$ cat src/rtl/datapath_pkg.sv
// datapath_pkg: opcodes, immediate set, ALU function decode and default widths for the accumulator datapath
package datapath_pkg;
  localparam int AW = 8;
  localparam int DW = 8;
  localparam logic [7:0] OP_NOP    = 8'h00;
  localparam logic [7:0] OP_LOAD   = 8'h01;
  localparam logic [7:0] OP_LOADI  = 8'h02;
  localparam logic [7:0] OP_STORE  = 8'h03;
  localparam logic [7:0] OP_CLR    = 8'h04;
  localparam logic [7:0] OP_ADD    = 8'h05;
  localparam logic [7:0] OP_ADDI   = 8'h06;
  localparam logic [7:0] OP_SUB    = 8'h07;
  localparam logic [7:0] OP_SUBI   = 8'h08;
  localparam logic [7:0] OP_AND    = 8'h09;
  localparam logic [7:0] OP_OR     = 8'h0A;
  localparam logic [7:0] OP_XOR    = 8'h0B;
  localparam logic [7:0] OP_SHL    = 8'h0C;
  localparam logic [7:0] OP_SHR    = 8'h0D;
  localparam logic [7:0] OP_ANDI   = 8'h0E;
  localparam logic [7:0] OP_ORI    = 8'h0F;
  localparam logic [7:0] OP_JMP    = 8'h10;
  localparam logic [7:0] OP_JZ     = 8'h11;
  localparam logic [7:0] OP_JN     = 8'h12;
  localparam logic [7:0] OP_JNZ    = 8'h13;
  localparam logic [7:0] OP_PUSH   = 8'h14;
  localparam logic [7:0] OP_POP    = 8'h15;
  localparam logic [7:0] OP_LOADSP = 8'h16;
  localparam logic [7:0] OP_HALT   = 8'h17;
  localparam logic [7:0] OP_JSR    = 8'h18;
  localparam logic [7:0] OP_RTS    = 8'h19;
  typedef enum logic [3:0] {
    ALU_A, ALU_B, ALU_ZERO, ALU_ADD, ALU_SUB, ALU_AND, ALU_OR, ALU_XOR, ALU_SHL, ALU_SHR
  } alu_fn_e;
  // Immediate opcodes take operand B from IRL instead of memory
  function automatic logic is_imm(input logic [7:0] op);
    return op inside {OP_LOADI, OP_ADDI, OP_SUBI, OP_ANDI, OP_ORI};
  endfunction
  function automatic alu_fn_e alu_decode(input logic [4:0] op);
    case (op)
      5'h01, 5'h02: return ALU_B;
      5'h04:        return ALU_ZERO;
      5'h05, 5'h06: return ALU_ADD;
      5'h07, 5'h08: return ALU_SUB;
      5'h09, 5'h0E: return ALU_AND;
      5'h0A, 5'h0F: return ALU_OR;
      5'h0B:        return ALU_XOR;
      5'h0C:        return ALU_SHL;
      5'h0D:        return ALU_SHR;
      default:      return ALU_A;
    endcase
  endfunction
endpackage

$ cat src/rtl/datapath_alu.sv
// datapath_alu: combinational accumulator ALU, modulo-W arithmetic with no carry out
module datapath_alu #(
  parameter int W = 8
) (
  input  logic [4:0]   op,
  input  logic [W-1:0] A,
  input  logic [W-1:0] B,
  output logic [W-1:0] result
);
  import datapath_pkg::*;
  // Function select from the low five opcode bits
  always_comb begin
    case (alu_decode(op))
      ALU_B:    result = B;
      ALU_ZERO: result = '0;
      ALU_ADD:  result = A + B;
      ALU_SUB:  result = A - B;
      ALU_AND:  result = A & B;
      ALU_OR:   result = A | B;
      ALU_XOR:  result = A ^ B;
      ALU_SHL:  result = B << 1;
      ALU_SHR:  result = B >> 1;
      default:  result = A;
    endcase
  end
endmodule

$ cat src/rtl/datapath.sv
// datapath: PC/IR/AC/SP registers, memory bus muxing and flags for the accumulator CPU; DATAPATH_STACK_CHECK_EN adds sticky stack error detection
module datapath #(
  parameter int          AW          = 8,
  parameter int          DW          = 8,
  parameter logic [AW-1:0] STACK_LIMIT = 8'hE0
) (
  input  logic          CLK,
  input  logic          RESET,
  input  logic          FETCH,
  input  logic          INC_PC,
  input  logic          LOAD_PC,
  input  logic          LOAD_IRU,
  input  logic          LOAD_IRL,
  input  logic          LOAD_AC,
  input  logic          STORE_MEM,
  input  logic          LOAD_SP,
  input  logic          SP_INC,
  input  logic          SP_DEC,
  input  logic          DO_PUSH,
  input  logic          DO_POP,
  input  logic          DO_JSR,
  input  logic          DO_RTS,
  input  logic [DW-1:0] MEM_RDATA,
  output logic [AW-1:0] MEM_ADDR,
  output logic [DW-1:0] MEM_WDATA,
  output logic          MEM_WE,
  output logic [7:0]    opcode,
  output logic          ZFLG,
  output logic          NFLG,
  output logic [AW-1:0] PC_Q,
  output logic [AW-1:0] SP_Q,
  output logic [DW-1:0] AC_Q,
  output logic          STK_ERR
);
  import datapath_pkg::*;
  logic [AW-1:0] r_pc, r_sp;
  logic [DW-1:0] r_iru, r_irl, r_ac;
  logic [DW-1:0] w_b, w_alu;
  logic          w_sp_step;
  assign w_b       = is_imm(8'(r_iru)) ? r_irl : MEM_RDATA;
  assign w_sp_step = ~LOAD_SP & (SP_INC ^ SP_DEC);
  assign MEM_ADDR  = FETCH ? r_pc :
                     (DO_PUSH | DO_JSR) ? r_sp - AW'(1) :
                     (DO_POP | DO_RTS) ? r_sp : AW'(r_irl);
  assign MEM_WDATA = DO_JSR ? DW'(r_pc) : r_ac;
  assign MEM_WE    = STORE_MEM & ~RESET;
  assign opcode    = 8'(r_iru);
  assign ZFLG      = r_ac == '0;
  assign NFLG      = r_ac[DW-1];
  assign PC_Q      = r_pc;
  assign SP_Q      = r_sp;
  assign AC_Q      = r_ac;
  datapath_alu #(.W(DW)) u_alu (.op(r_iru[4:0]), .A(r_ac), .B(w_b), .result(w_alu));
  // Architectural registers; load strobes win over increments
  always_ff @(posedge CLK or posedge RESET) begin
    if (RESET) begin
      r_pc  <= '0;
      r_sp  <= '0;
      r_iru <= '0;
      r_irl <= '0;
      r_ac  <= '0;
    end else begin
      if (LOAD_IRU) r_iru <= MEM_RDATA;
      if (LOAD_IRL) r_irl <= MEM_RDATA;
      if (LOAD_PC) r_pc <= DO_RTS ? AW'(MEM_RDATA) : AW'(r_irl);
      else if (INC_PC) r_pc <= r_pc + AW'(1);
      if (LOAD_SP) r_sp <= AW'(r_irl);
      else if (w_sp_step) r_sp <= SP_DEC ? r_sp - AW'(1) : r_sp + AW'(1);
      if (LOAD_AC) r_ac <= DO_POP ? MEM_RDATA : w_alu;
    end
  end
`ifdef DATAPATH_STACK_CHECK_EN
  logic r_stk_err;
  // Sticky flag: push past the limit or pop from an empty stack
  always_ff @(posedge CLK or posedge RESET) begin
    if (RESET) r_stk_err <= 1'b0;
    else if (w_sp_step && ((SP_DEC && r_sp == STACK_LIMIT) || (SP_INC && r_sp == '0))) r_stk_err <= 1'b1;
  end
  assign STK_ERR = r_stk_err;
`else
  // Folds to constant 0; the reference keeps the limit parameter in use
  assign STK_ERR = 1'b0 & (^STACK_LIMIT);
`endif
endmodule

$ cat config.mk
export PLATFORM = sky130hd
export DESIGN_NAME = datapath
export DESIGN_NICKNAME = d
export VERILOG_FILES = /design/src/rtl/datapath_pkg.sv /design/src/rtl/datapath_alu.sv /design/src/rtl/datapath.sv
export SDC_FILE = /design/constraint.sdc
export NUM_CORES = 1
export LEC_CHECK = 0
export CORE_AREA = 4 4 106 108
export DETAILED_ROUTE_END_ITERATION = 16
export DIE_AREA = 0 0 110 112
export GPL_TIMING_DRIVEN = 0
export HOLD_SLACK_MARGIN = 0.12
export PLACE_DENSITY = 0.64
export SKIP_CTS_REPAIR_TIMING = 1
export SYNTH_ARGS = -nofsm -noshare
export SYNTH_HDL_FRONTEND = slang
export SYNTH_HIERARCHICAL = 1
export SYNTH_SLANG_ARGS = --single-unit
$ cat constraint.sdc
create_clock -name CLK -period 5.56 [get_ports CLK]
set_input_delay 0.834 -clock CLK [delete_from_list [all_inputs] [get_ports CLK]]
set_output_delay 0.834 -clock CLK [all_outputs]
set_load 0.03 [all_outputs]
== Word level (Yosys, flattened, before mapping) ==
Memory sizes are Yosys's and may differ from the RTL's.
Index checks and enable logic that the tools add are counted.

* Output and inout bits: 52
* Input bits: 24
* Memories: 1
* Bits in read-only memories: 64
* Memory bits (writable): 0
* Flip-flop bits (word level): 40
* Word-level logic and storage cells: 55
* Latch bits: 0

{| class="wikitable"
|+ Memories
! memory !! depth !! width !! rd ports !! clocked after memory_dff !! wr ports !! line !! source
|-
| (no name shown) || 16 || 4 || 1 || 0 || 0 || datapath_pkg.sv:39 || <nowiki>case (op)</nowiki>
|}

* Equality and inequality tests: 14
* Add/subtract/negate cells: 5
* Divide/modulo/power cells: 0
* Mux-type cells: 14
* Shift-type cells: 0
* Bitwise logic cells: 10
* Magnitude comparators: 0
* Reductions and logical operators: 6
* Multiply operators: 0

{| class="wikitable"
|+ Operators by type and width
! kind !! count
|-
| $mux 8 || 12
|-
| $pmux 8 s9 || 1
|-
| $eq 8x4->1 const B || 3
|-
| $add 8x1->8 const B || 2
|-
| $eq 4x3->1 const B || 4
|-
| $reduce_bool 10->1 || 1
|-
| $add 8x8->8 || 1
|-
| $and 8x8->8 || 1
|-
| $eq 4x2->1 const B || 2
|-
| $eq 4x4->1 const B || 2
|-
| $eq 8x2->1 const B || 1
|-
| $eq 8x3->1 const B || 1
|-
| $logic_not 8->1 || 1
|-
| $or 8x8->8 || 1
|-
| $sub 8x1->8 const B || 1
|-
| $sub 8x8->8 || 1
|-
| $xor 8x8->8 || 1
|-
| $reduce_bool 5->1 || 1
|-
| $eq 4x1->1 const B || 1
|-
| $mux 4 || 1
|-
| $reduce_bool 2->1 || 2
|-
| $and 1x1->1 || 2
|-
| $not 1->1 || 2
|-
| $or 1x1->1 || 2
|-
| 2 further kinds || 2
|}

== Depth between registers and ports, before layout ==
Gate-level depths: netlist of run 1.

* Depth after elaboration: 6
* Depth in mapped cells: 17
* Depth with buffers taken out: 17

== Cells and area by module ==
The synthesis of run 1 kept the hierarchy.

{| class="wikitable"
|+ Modules (own cells, without submodules)
! module !! area each (µm²) !! cells each !! seq. area each (µm²) !! times used
|-
| datapath || 2707.6 || 278 || 1001.0 || 1
|-
| datapath_alu || 1358.8 || 181 || 0.0 || 1
|}

== Worst setup path before layout of run 1 ==
Ideal clock, no wire load.

* Path type: reg2reg
* Start point: register r_iru[4] (netlist: opcode[4])
* End point: register r_ac[7] (netlist: AC_Q[7])
* Path buffers: 0
* Setup time: 0.077 ns
* Data required time: 5.483 ns
* Cell stages (with the launch flop): 17
* Path slack: 1.559 ns
* Arrival time: 3.924 ns
* Clock period less this slack: 4.001 ns
* Cells stage by stage: dfrtp_1 > nor4_1 > o31ai_4 > mux2_2 > or3_1 > nor3_1 > nor2_1 > xnor2_1 > ha_1 > or2_2 > a21oi_1 > a31oi_1 > a2111oi_0 > o211ai_1 > nand3_1 > mux2i_1 > a21oi_1

* Word-level cells in the longest chain between the ends: 6
* Elaborated cells on any way between the ends: 26
* Classes of those cells: 2 x add/sub; 14 x eq/ne; 4 x mux; 3 x bitwise; 3 x reduce/logical

{| class="wikitable"
|+ Ends and longest elaborated chain
! what !! line !! source
|-
| start: declaration || datapath.sv:37 || <nowiki>logic [DW-1:0] r_iru, r_irl, r_ac;</nowiki>
|-
| start signal: assignment || datapath.sv:59 || <nowiki>r_iru <= '0;</nowiki>
|-
| start signal: assignment || datapath.sv:63 || <nowiki>if (LOAD_IRU) r_iru <= MEM_RDATA;</nowiki>
|-
| $eq 8x2->1 (tied with other cells) || datapath_pkg.sv:36 || <nowiki>return op inside {OP_LOADI, OP_ADDI, OP_SUBI, OP_ANDI, OP_ORI};</nowiki>
|-
| $reduce_bool 5->1 * || datapath_pkg.sv:36 ||
|-
| $mux 8 * || datapath.sv:40 || <nowiki>assign w_b = is_imm(8'(r_iru)) ? r_irl : MEM_RDATA;</nowiki>
|-
| via w_b[1] || datapath.sv:38 || <nowiki>logic [DW-1:0] w_b, w_alu;</nowiki>
|-
| $sub 8x8->8 or $add 8x8->8 (tied branches) || datapath_alu.sv:17, datapath_alu.sv:16 ||
|-
| $pmux 8 s9 * || datapath_alu.sv:13 || <nowiki>case (alu_decode(op))</nowiki>
|-
| via w_alu[7] || datapath.sv:38 ||
|-
| $mux 8 * || datapath.sv:69 || <nowiki>if (LOAD_AC) r_ac <= DO_POP ? MEM_RDATA : w_alu;</nowiki>
|-
| end signal: assignment || datapath.sv:69 ||
|-
| end: declaration || datapath.sv:37 ||
|}

Mark *: on every way through the listed nets, which the timed path passes. The rest lies on a longest branch.
A chain may end at the register's enable or synchronous reset.

== Worst setup path after layout of run 1 ==
Ends and elaborated chain as after synthesis.

==> flow_summary.toml, run 1 <==
[outcome]
status = "complete, no violations"

[route]
antenna_left = 0
wirelength_um = 13000
first_pass_iters = 5
avgViaCountPerCell = 5.80
drcViolationCount = 0
wire_per_inst_um = 19.4
num_vias = 3892
drt_iter0_drc = 232

[timing]
fin_worst_skew_ns = 0.0148
setup_violations = 0
rsz0062_at_grt = "false"
tns_ns = 0
fin_ws_ns = 0.982
hold_ws_ns = 0.547
finalCriticalPeriod_ns = 4.58
worstMarginPinSlew_ns = 0.881
slew_violations = 0
fmaxAchievable_mhz = 218
hold_viol = 0
slew_headroom = 0.412
fin_crit_sh = 0.823

[worst_setup_path]
critPathLaunch = "opcode[4]$_DFFE_PP0P_"
arrival_ns = 4.80
rr_worst_depth = 16
rr_startpoint = "opcode[4]$_DFFE_PP0P_"
startpoint_type = "flip-flop"
path_class = "reg2reg"
end_kind = "flip-flop"
r2r_end = "AC_Q[7]$_DFFE_PP0P_"
reg2reg_slack_ns = 0.98
cp.required_ns = 5.78
critPathCapture = "AC_Q[7]$_DFFE_PP0P_"
crit_fanout = 10

[synthesis]
netlist_area_um2 = 4070
synth_compound_area_frac = 0.209
synth-seq-area-share = 0.246
avgSynthCellArea_um2 = 8.86
yosys_warnings = 6
synthMuxAreaShare = 0.156
yosys.area_share.simple = 0.185
ys_async_sr_fraction = 1.00
yosysTopAreaCellShare = 0.246
synth_top_family_by_area = "compound AO/OA/AOI/OAI gates"
netlist_instances = 459
netlist_top_cells_area = "dfrtp_1 25%, mux2_2 9.7%, ha_1 8.9%, mux2i_1 5.2%, a21oi_1 3.4%"
ys.flop_type = "dfrtp_1"
synth_edf_count = 0
yosys.area_share.adder = 0.0942
yosys.cell_types.count = 76
yosysTopAreaCell = "dfrtp_1"
syn-num-nets = 513
ys_ff_latch = 40
synth_xor_xnor_area_share = 0.0495

[clock_network]
insertion_delay_ns = 0.30
clkSinkCount = 40
cts_tree = "done"
numCtsBuffers = 5
clockBufferDepth = 2
cts_root_buf = "clkbuf_8"
htreeDepth = 2
clk_pin_slew_worst_paths_ns = 0.09

[power]
power_density_nw_per_um2 = 292
p_leak_nw = 2.06
finalPower_mw = 1.46
peakVddDrop_mv = 0.127

[floorplanning]
dieArea_um2 = 12300
rows = 37
initial_core_util = 0.397
core_um2 = 10200
ioPinCount = 76
fp.dieW_um = 110
die_h_um = 112

[min_path]
hp-class = "reg2reg"

[placement]
port_buffers = 68
place_ws_ns = 1.05
gp_congestion = 0.928
hpwl_um = 10000
place_area_um2 = 4920

[cells_and_area]
fin_area_um2 = 5010
diodes = 0
nFillCells = 1011
nNetsFinal = 588
seqCellArea_um2 = 1000
drive_above_1_share = 0.146
multi_input_area_um2 = 2820
syn_to_final_growth_pct = 23.1

[grt]
grt_pass1_wl_um = 20600
antenna_found_initial = 0
grt_overflow = 0
grt_pass1_vias = 3706
grtUsageTotal = 0.210
grt_max_degree = 41

[flow_run]
maxCapViolCount = 0
==> per-layer routing <==
metal / vias up / track usage / routed length, µm
met5: - / 0 / 0
met4: 0 / 0.0474 / 246
met3: 19 / 0.0220 / 704
met2: 127 / 0.348 / 6340
met1: 1889 / 0.293 / 5720
li1: 1857 / - / -
==> power by group <==
part	internal (mW)	leakage [nW]	total (mW)	switching, mW
sequential	0.334	0.464	0.433	0.0991
clock	0.0892	0.0445	0.202	0.112
combinational	0.360	1.55	0.827	0.467
==> cell type report <==
| type | count | area share |
|---|---|---|
| inverter | 24 | 0.0180 |
| timing repair buffer | 68 | 0.136 |
| buffer | 27 | 0.0310 |
| clock buffer | 5 | 0.0137 |
| tap | 136 | 0.0340 |
| multi-input combinational | 368 | 0.563 |
| sequential | 40 | 0.200 |
| clock inverter | 3 | 0.00425 |
==> Yosys cell counts, types with 4 or more instances <==
| library cell | number |
|---|---|
| a21oi_1 | 28 |
| clkbuf_1 | 12 |
| or3_1 | 8 |
| nor2_1 | 29 |
| o22ai_1 | 4 |
| ha_1 | 29 |
| o21ai_0 | 20 |
| a211oi_1 | 7 |
| o221ai_1 | 5 |
| dfrtp_1 | 40 |
| buf_2 | 6 |
| nand2_1 | 28 |
| o211ai_1 | 4 |
| nand3_1 | 14 |
| nor2b_1 | 9 |
| a22oi_1 | 10 |
| mux2i_1 | 21 |
| nor3_1 | 8 |
| inv_1 | 23 |
| xnor2_1 | 16 |
| buf_4 | 4 |
| nand4_1 | 7 |
| mux2_2 | 35 |
| xor2_1 | 7 |
| and3_1 | 5 |
==> metrics by stage <==
step / utilization / std cells
6_report: 0.489 / 671
5_1_grt: 0.489 / 671
4_1_cts: 0.489 / 671
3_5_place_dp: 0.481 / 663
3_3_place_gp: 0.481 / 663
2_1_floorplan: - / 459
==> state kept, by name, summed over array words and instances (netlist names) <==
register / flops
AC_Q: 8
PC_Q: 8
SP_Q: 8
opcode: 8
r_irl: 8
==> cell usage in the layout, fill, tap and decap left out, types with 4 or more instances in the layout <==
cell / n
o22ai_1: 4
ha_1: 29
clkbuf_8: 5
o211ai_1: 4
nand2_1: 28
buf_2: 6
mux2i_1: 21
buf_4: 4
clkdlybuf4s50_1: 68
nor3_1: 8
o221ai_1: 5
dfrtp_1: 40
mux2_2: 35
or3_1: 8
clkbuf_1: 12
nand3_1: 14
nor2b_1: 9
inv_1: 22
nor2_1: 29
and3_1: 5
a22oi_1: 10
xnor2_1: 16
nand4_1: 7
a21oi_1: 28
xor2_1: 7
a211oi_1: 7
o21ai_0: 20
==> worst max-delay path, stage by stage (launching register included) <==
cell,delay (ns)
dfrtp_1,0.55
nor4_1,0.55
o31ai_4,0.25
mux2_2,0.39
or3_1,0.42
nor3_1,0.20
nor2_1,0.08
xnor2_1,0.15
ha_1,0.32
or2_2,0.28
a21oi_1,0.18
a31oi_1,0.07
a2111oi_0,0.48
o211ai_1,0.15
nand3_1,0.16
mux2i_1,0.09
a21oi_1,0.17
==> how the worst min path moves through the flow <==
stage	from	endpoint	slack [ns]	cells after the start
6_report	opcode[6]$_DFFE_PP0P_	opcode[6]$_DFFE_PP0P_	0.55	1
5_1_grt	opcode[7]$_DFFE_PP0P_	opcode[7]$_DFFE_PP0P_	0.57	1
4_1_cts	opcode[6]$_DFFE_PP0P_	opcode[6]$_DFFE_PP0P_	0.56	1
3_5_place_dp	opcode[6]$_DFFE_PP0P_	opcode[6]$_DFFE_PP0P_	0.53	1
3_3_place_gp	opcode[6]$_DFFE_PP0P_	opcode[6]$_DFFE_PP0P_	0.52	1
2_1_floorplan	r_irl[1]$_DFFE_PP0P_	SP_Q[1]$_DFFE_PP0P_	0.50	2
==> cell families after synthesis <==
logic type | count (synthesis)
adders and majority gates | 30
DFF | 40
and+or+nand+nor | 137
other | 1
buffers and inverters | 51
xor gates and xnor gates | 23
AOI/OAI and AO/OA | 119
muxes | 58
Power figures use the tool's default switching activity.
==> inputs of run 2 (changes only) <==
--- a/config.mk
+++ b/config.mk
@@ -10,7 +10,7 @@
 export DIE_AREA = 0 0 110 112
 export GPL_TIMING_DRIVEN = 0
 export HOLD_SLACK_MARGIN = 0.12
-export PLACE_DENSITY = 0.64
+export PLACE_DENSITY = 0.67
 export SKIP_CTS_REPAIR_TIMING = 1
 export SYNTH_ARGS = -nofsm -noshare
 export SYNTH_HDL_FRONTEND = slang
==> constraint.sdc (replaced) <==
create_clock -name CLK -period 3.7 [get_ports CLK]
set_input_delay 0.555 -clock CLK [delete_from_list [all_inputs] [get_ports CLK]]
set_output_delay 0.555 -clock CLK [all_outputs]
set_load 0.03 [all_outputs]
==> run 2 against run 1 <==
- the flow now finishes with violations (negative setup slack)
- critical endpoint unchanged
- count of clock-buffer cells in the layout unchanged
- sequential power increased by 51%
- design area increased by 10%
- die area unchanged
- combinational power increased by 77%
- highest routed layer unchanged
==> flow_summary.toml, run 2 (synthesized netlist as in run 1, its figures left out) <==
[worst_setup_path]
rr_startpoint = "opcode[1]$_DFFE_PP0P_"
end_kind = "flip-flop"
startpoint_type = "flip-flop"
path_class = "reg2reg"
cp.required_ns = 3.93
arrival_ns = 4.09
crit_fanout = 7
critPathLaunch = "opcode[1]$_DFFE_PP0P_"

[cells_and_area]
layout_commonest_cell = "clkdlybuf4s50_1"
fin_util = 0.540
nNetsFinal = 616
mostFrequentLayoutCells = "68 x clkdlybuf4s50_1, 35 x dfrtp_1, 32 x mux2_2, 30 x buf_4, 28 x nor2_1"
syn_to_final_growth_pct = 35.8
diodes = 0
drive_above_1_share = 0.250

[clock_network]
clockBufferDepth = 2
cts_root_buf = "clkbuf_8"
clkSinkCount = 40
insertion_delay_ns = 0.31
cts_tree = "done"
htreeDepth = 2
clk_pin_slew_worst_paths_ns = 0.09
numCtsBuffers = 5

[grt]
grtUsageTotal = 0.201
grt_max_degree = 41
grt_pass1_vias = 3664
antenna_found_initial = 0
grt_pass1_wl_um = 19800
grt_overflow = 0

[floorplanning]
ioPinCount = 76
initial_core_util = 0.397
fp.dieW_um = 110
rows = 37
dieArea_um2 = 12300
core_um2 = 10200
die_h_um = 112

[timing]
worstMarginPinSlew_ns = 0.857
setup_violations = 3
tns_ns = -0.284
hold_viol = 0
slew_violations = 0
hold_ws_ns = 0.571
fmaxAchievable_mhz = 259
fin_worst_skew_ns = 0.00904
slew_headroom = 0.428
fin_crit_sh = 1.04
rsz0062_at_grt = "true"
finalCriticalPeriod_ns = 3.86
fin_ws_ns = -0.158

[min_path]
min-delay-start = "LOAD_SP"
hp-class = "in2reg"

[route]
num_vias = 4088
first_pass_iters = 5
antenna_left = 0
drcViolationCount = 0
wire_per_inst_um = 18.6
drt_iter0_drc = 280
avgViaCountPerCell = 5.85
wirelength_um = 13000

[outcome]
failed_checks = "negative setup slack"
status = "complete, but fails checks"

[placement]
gp_congestion = 0.955
port_buffers = 68
hpwl_um = 9360
place_ws_ns = -0.510

[power]
peakVddDrop_mv = 0.222
finalPower_mw = 2.49
power_density_nw_per_um2 = 451
p_leak_nw = 2.25

[flow_run]
maxCapViolCount = 0
-- run 2: report_power, final --
group / internal (mW) / switching (mW)
clock network: 0.203 / 0.175
logic: 0.669 / 0.789
registers: 0.503 / 0.149
-- run 2: metrics by stage --
stage | instances | instance area [µm²]
floorplan | 459 | 4110
global placement | 663 | 4960
detailed placement | 663 | 4960
CTS | 671 | 5080
global route | 699 | 5520
finish | 699 | 5520
-- run 2: worst paths after layout --
path	depth (start not counted)	slack, ns	endpoint
min	2	0.57	SP_Q[5]$_DFFE_PP0P_
max reg2reg	16	-0.16	AC_Q[7]$_DFFE_PP0P_
min reg2reg	1	0.60	opcode[4]$_DFFE_PP0P_
max	16	-0.16	AC_Q[7]$_DFFE_PP0P_
max in group asynchronous	2	2.33	opcode[4]$_DFFE_PP0P_
min in group asynchronous	2	0.78	SP_Q[4]$_DFFE_PP0P_
-- run 2: critical path: stages (launching register included) --
cell	delay, ns
dfrtp_2	0.48
nor3b_4	0.18
o31ai_4	0.28
buf_12	0.16
mux2_4	0.33
or3_4	0.42
buf_4	0.15
nand2_2	0.07
xnor2_2	0.09
ha_4	0.31
o2111ai_2	0.23
a31o_4	0.29
a2111oi_1	0.30
o2bb2ai_1	0.12
nand3_1	0.14
mux2i_1	0.09
a21oi_1	0.14
-- run 2: routing by layer --
layer	routed length, µm	track usage
met1	6110	0.307
met2	5980	0.299
met3	703	0.0249
met4	170	0.0457
met5	0	0
-- run 2: final cells by class --
cell class              instances  area (µm²)
fillers                       942        4710
multi-input cells             368        3080
flip-flops and latches         40        1010
repair buffers                 96         903
well taps                     136         170
plain buffers                  27         159
inverters                      24        90.1
clock buffers                   5        68.8
clock inverters                 3        46.3
==> inputs of run 3 (changes only) <==
--- a/config.mk
+++ b/config.mk
@@ -5,14 +5,13 @@
 export SDC_FILE = /design/constraint.sdc
 export NUM_CORES = 1
 export LEC_CHECK = 0
-export CORE_AREA = 4 4 106 108
+export CORE_AREA = 4 4 103 105
 export DETAILED_ROUTE_END_ITERATION = 16
-export DIE_AREA = 0 0 110 112
+export DIE_AREA = 0 0 107 109
 export GPL_TIMING_DRIVEN = 0
 export HOLD_SLACK_MARGIN = 0.12
 export PLACE_DENSITY = 0.67
 export SKIP_CTS_REPAIR_TIMING = 1
 export SYNTH_ARGS = -nofsm -noshare
 export SYNTH_HDL_FRONTEND = slang
-export SYNTH_HIERARCHICAL = 1
 export SYNTH_SLANG_ARGS = --single-unit
==> run 3 against run 2 <==
- the run still ends with negative setup slack left
- via count shrank 4.1%
- non-clock buffer count shrank 13
- largest cell class unchanged
- critical path type unchanged
- sequential power shrank 2%
- critical path depth shrank 1
- fmax grew 4.1%
- global-route usage grew 1.4 points
- sequential cell count is the same
- largest power group unchanged
- synthesized area shrank 6.2%
- clock skew shrank 0.0019 ns
==> flow_summary.toml, run 3 <==
[floorplanning]
die_h_um = 109
ioPinCount = 76
initial_core_util = 0.396
core_um2 = 9640
dieArea_um2 = 11700
rows = 36
fp.dieW_um = 107

[flow_run]
maxCapViolCount = 0

[synthesis]
netlist_top_cells_area = "dfrtp_1 26%, ha_1 8.9%, nand2_1 6.1%, o21ai_0 5.6%, xnor2_1 4.8%"
yosys_warnings = 0
synthTopCellsByCount = "62 x nand2_1, 47 x nor2_1, 43 x o21ai_0"
synth_edf_count = 0
syn-num-nets = 534
ys_ff_latch = 40
avgSynthCellArea_um2 = 7.91
synth-seq-area-share = 0.263
yosysTopAreaCell = "dfrtp_1"
ys.flop_type = "dfrtp_1"
yosys.cell_types.count = 62
netlist_instances = 482
yosysMostFrequentCell = "nand2_1"
ys_async_sr_fraction = 1.00
netlist_area_um2 = 3810
yosysTopAreaCellShare = 0.263

[clock_network]
numCtsBuffers = 5
clkSinkCount = 40
cts_tree = "done"
htreeDepth = 2
insertion_delay_ns = 0.30
clockBufferDepth = 2
cts_root_buf = "clkbuf_8"
clk_pin_slew_worst_paths_ns = 0.08

[timing]
hold_viol = 0
tns_ns = -0.00749
fin_worst_skew_ns = 0.00713
rsz0062_at_grt = "true"
fmaxAchievable_mhz = 270
worstMarginPinSlew_ns = 0.899
slew_headroom = 0.396
finalCriticalPeriod_ns = 3.71
fin_crit_sh = 1.00
setup_violations = 1
fin_ws_ns = -0.00749
slew_violations = 0

[route]
wirelength_um = 12500
antenna_left = 0
drcViolationCount = 0
wire_per_inst_um = 17.6
num_vias = 3921
drt_iter0_drc = 246
avgViaCountPerCell = 5.52
first_pass_iters = 4

[power]
p_leak_nw = 2.13
power_density_nw_per_um2 = 452
p_sw_mw = 1.02
peakVddDrop_mv = 0.188
sw_frac_of_total = 0.444
seqPwrFrac = 0.276
clkPwrFrac = 0.166
finalPower_mw = 2.30
power.internal_mw = 1.28
power_frac_comb = 0.558

[placement]
gp_congestion = 0.918
port_buffers = 70
place_ws_ns = -0.500
hpwl_um = 9480
place_area_um2 = 4730

[worst_setup_path]
cpMostUsedCell = "o21ai_1"
rr_startpoint = "opcode[1]$_DFFE_PP0P_"
rr_worst_depth = 15
max_stage_delay_ns = 0.46
cp.required_ns = 3.89
cp_cell_sequence = "ha_4, mux2_1, a21o_1, nand4b_1, and2_4, xnor2_2, inv_1, ha_1, nor2b_1, o21ai_1, a21oi_2, o41ai_4, xor2_1, o21ai_1, a22o_1"
r2r_end = "AC_Q[7]$_DFFE_PP0P_"
path_delay_family = "compound AO/OA/AOI/OAI gates"
cp_slowest_cell = "dfrtp_2"
path_buf_inv = 1
path_class = "reg2reg"
end_kind = "flip-flop"
crit_fanout = 6
reg2reg_slack_ns = -0.007
arrival_ns = 3.89
startpoint_type = "flip-flop"

[grt]
antenna_found_initial = 0
grt_pass1_vias = 3751
grt_pass1_wl_um = 19700
grt_overflow = 0
grtUsageTotal = 0.215
grt_max_degree = 39

[cells_and_area]
nFillCells = 958
syn_to_final_growth_pct = 33.6
fin_area_um2 = 5090
layout_commonest_cell = "clkdlybuf4s50_1"
drive_above_1_share = 0.140
mostFrequentLayoutCells = "66 x clkdlybuf4s50_1, 62 x nand2_1, 46 x nor2_1, 42 x o21ai_0, 38 x dfrtp_1"
nNetsFinal = 628
fin_util = 0.528
seqCellArea_um2 = 1000
diodes = 0
multi_input_area_um2 = 2740

[min_path]
hp-class = "in2async"

[outcome]
status = "complete, but fails checks"
failed_checks = "negative setup slack"
run 3: cell types whose count changed in the layout (fill, tap and decap cells not counted), moves of 5 or more:
cell	before	now
o22ai_1	4	16
nor2_1	28	46
o31ai_1	2	7
a211oi_1	7	1
nand2_1	27	62
buf_4	30	19
xnor2_1	14	20
o21ai_0	20	42
mux2_2	32	15
mux2i_1	20	13
a22oi_1	10	2
nand3_1	13	3
run 3: layout make-up:
type / count / share of cell area
Buffer: 23 / 0.0229
Clock buffer: 6 / 0.0162
Clock inverter: 2 / 0.00762
Inverter: 26 / 0.0192
Multi-Input combinational cell: 393 / 0.537
Sequential cell: 40 / 0.197
Tap cell: 133 / 0.0327
Timing Repair Buffer: 87 / 0.167
run 3: cells by family after synthesis:
logic type | after synthesis | share of synthesized area
fa+ha+maj | 28 | 0.0939
other cells | 1 | 0.000984
xor+xnor | 28 | 0.0643
flops | 40 | 0.263
compound gates | 131 | 0.214
buf+inv | 49 | 0.0558
mux | 35 | 0.0991
simple gates | 170 | 0.209
run 3: how the worst max path moves through the flow:
stage | startpoint | to | slack (ns) | cells past startpoint
3_5_place_dp | opcode[7]$_DFFE_PP0P_ | AC_Q[7]$_DFFE_PP0P_ | -0.50 | 17
5_1_grt | opcode[1]$_DFFE_PP0P_ | AC_Q[7]$_DFFE_PP0P_ | -0.13 | 15
6_report | opcode[1]$_DFFE_PP0P_ | AC_Q[7]$_DFFE_PP0P_ | -0.007 | 15
4_1_cts | opcode[7]$_DFFE_PP0P_ | AC_Q[7]$_DFFE_PP0P_ | -0.54 | 17
2_1_floorplan | opcode[7]$_DFFE_PP0P_ | AC_Q[5]$_DFFE_PP0P_ | 0.04 | 18
3_3_place_gp | opcode[7]$_DFFE_PP0P_ | AC_Q[7]$_DFFE_PP0P_ | -0.42 | 17
run 3: power by group through the flow:
stage	clock, mW	sequential (mW)	combinational [mW]
floorplan	0	0.717	0.685
global placement	0	0.640	1.18
detailed placement	0	0.642	1.20
CTS	0.395	0.634	1.20
global route	0.415	0.653	1.39
finish	0.383	0.637	1.28
run 3: through the flow:
stage | cells | hold slack [ns]
4_1_cts | 694 | 0.457
5_1_grt | 710 | 0.457
2_1_floorplan | 482 | 0.524
6_report | 710 | 0.469
3_3_place_gp | 685 | 0.534
3_5_place_dp | 686 | 0.543
run 3: layer usage:
layer / track usage / vias up / routed length [µm]
li1: - / 1906 / -
met1: 0.293 / 1876 / 5560
met2: 0.356 / 121 / 6020
met3: 0.0302 / 18 / 674
met4: 0.0621 / 0 / 230
met5: 0 / - / 0
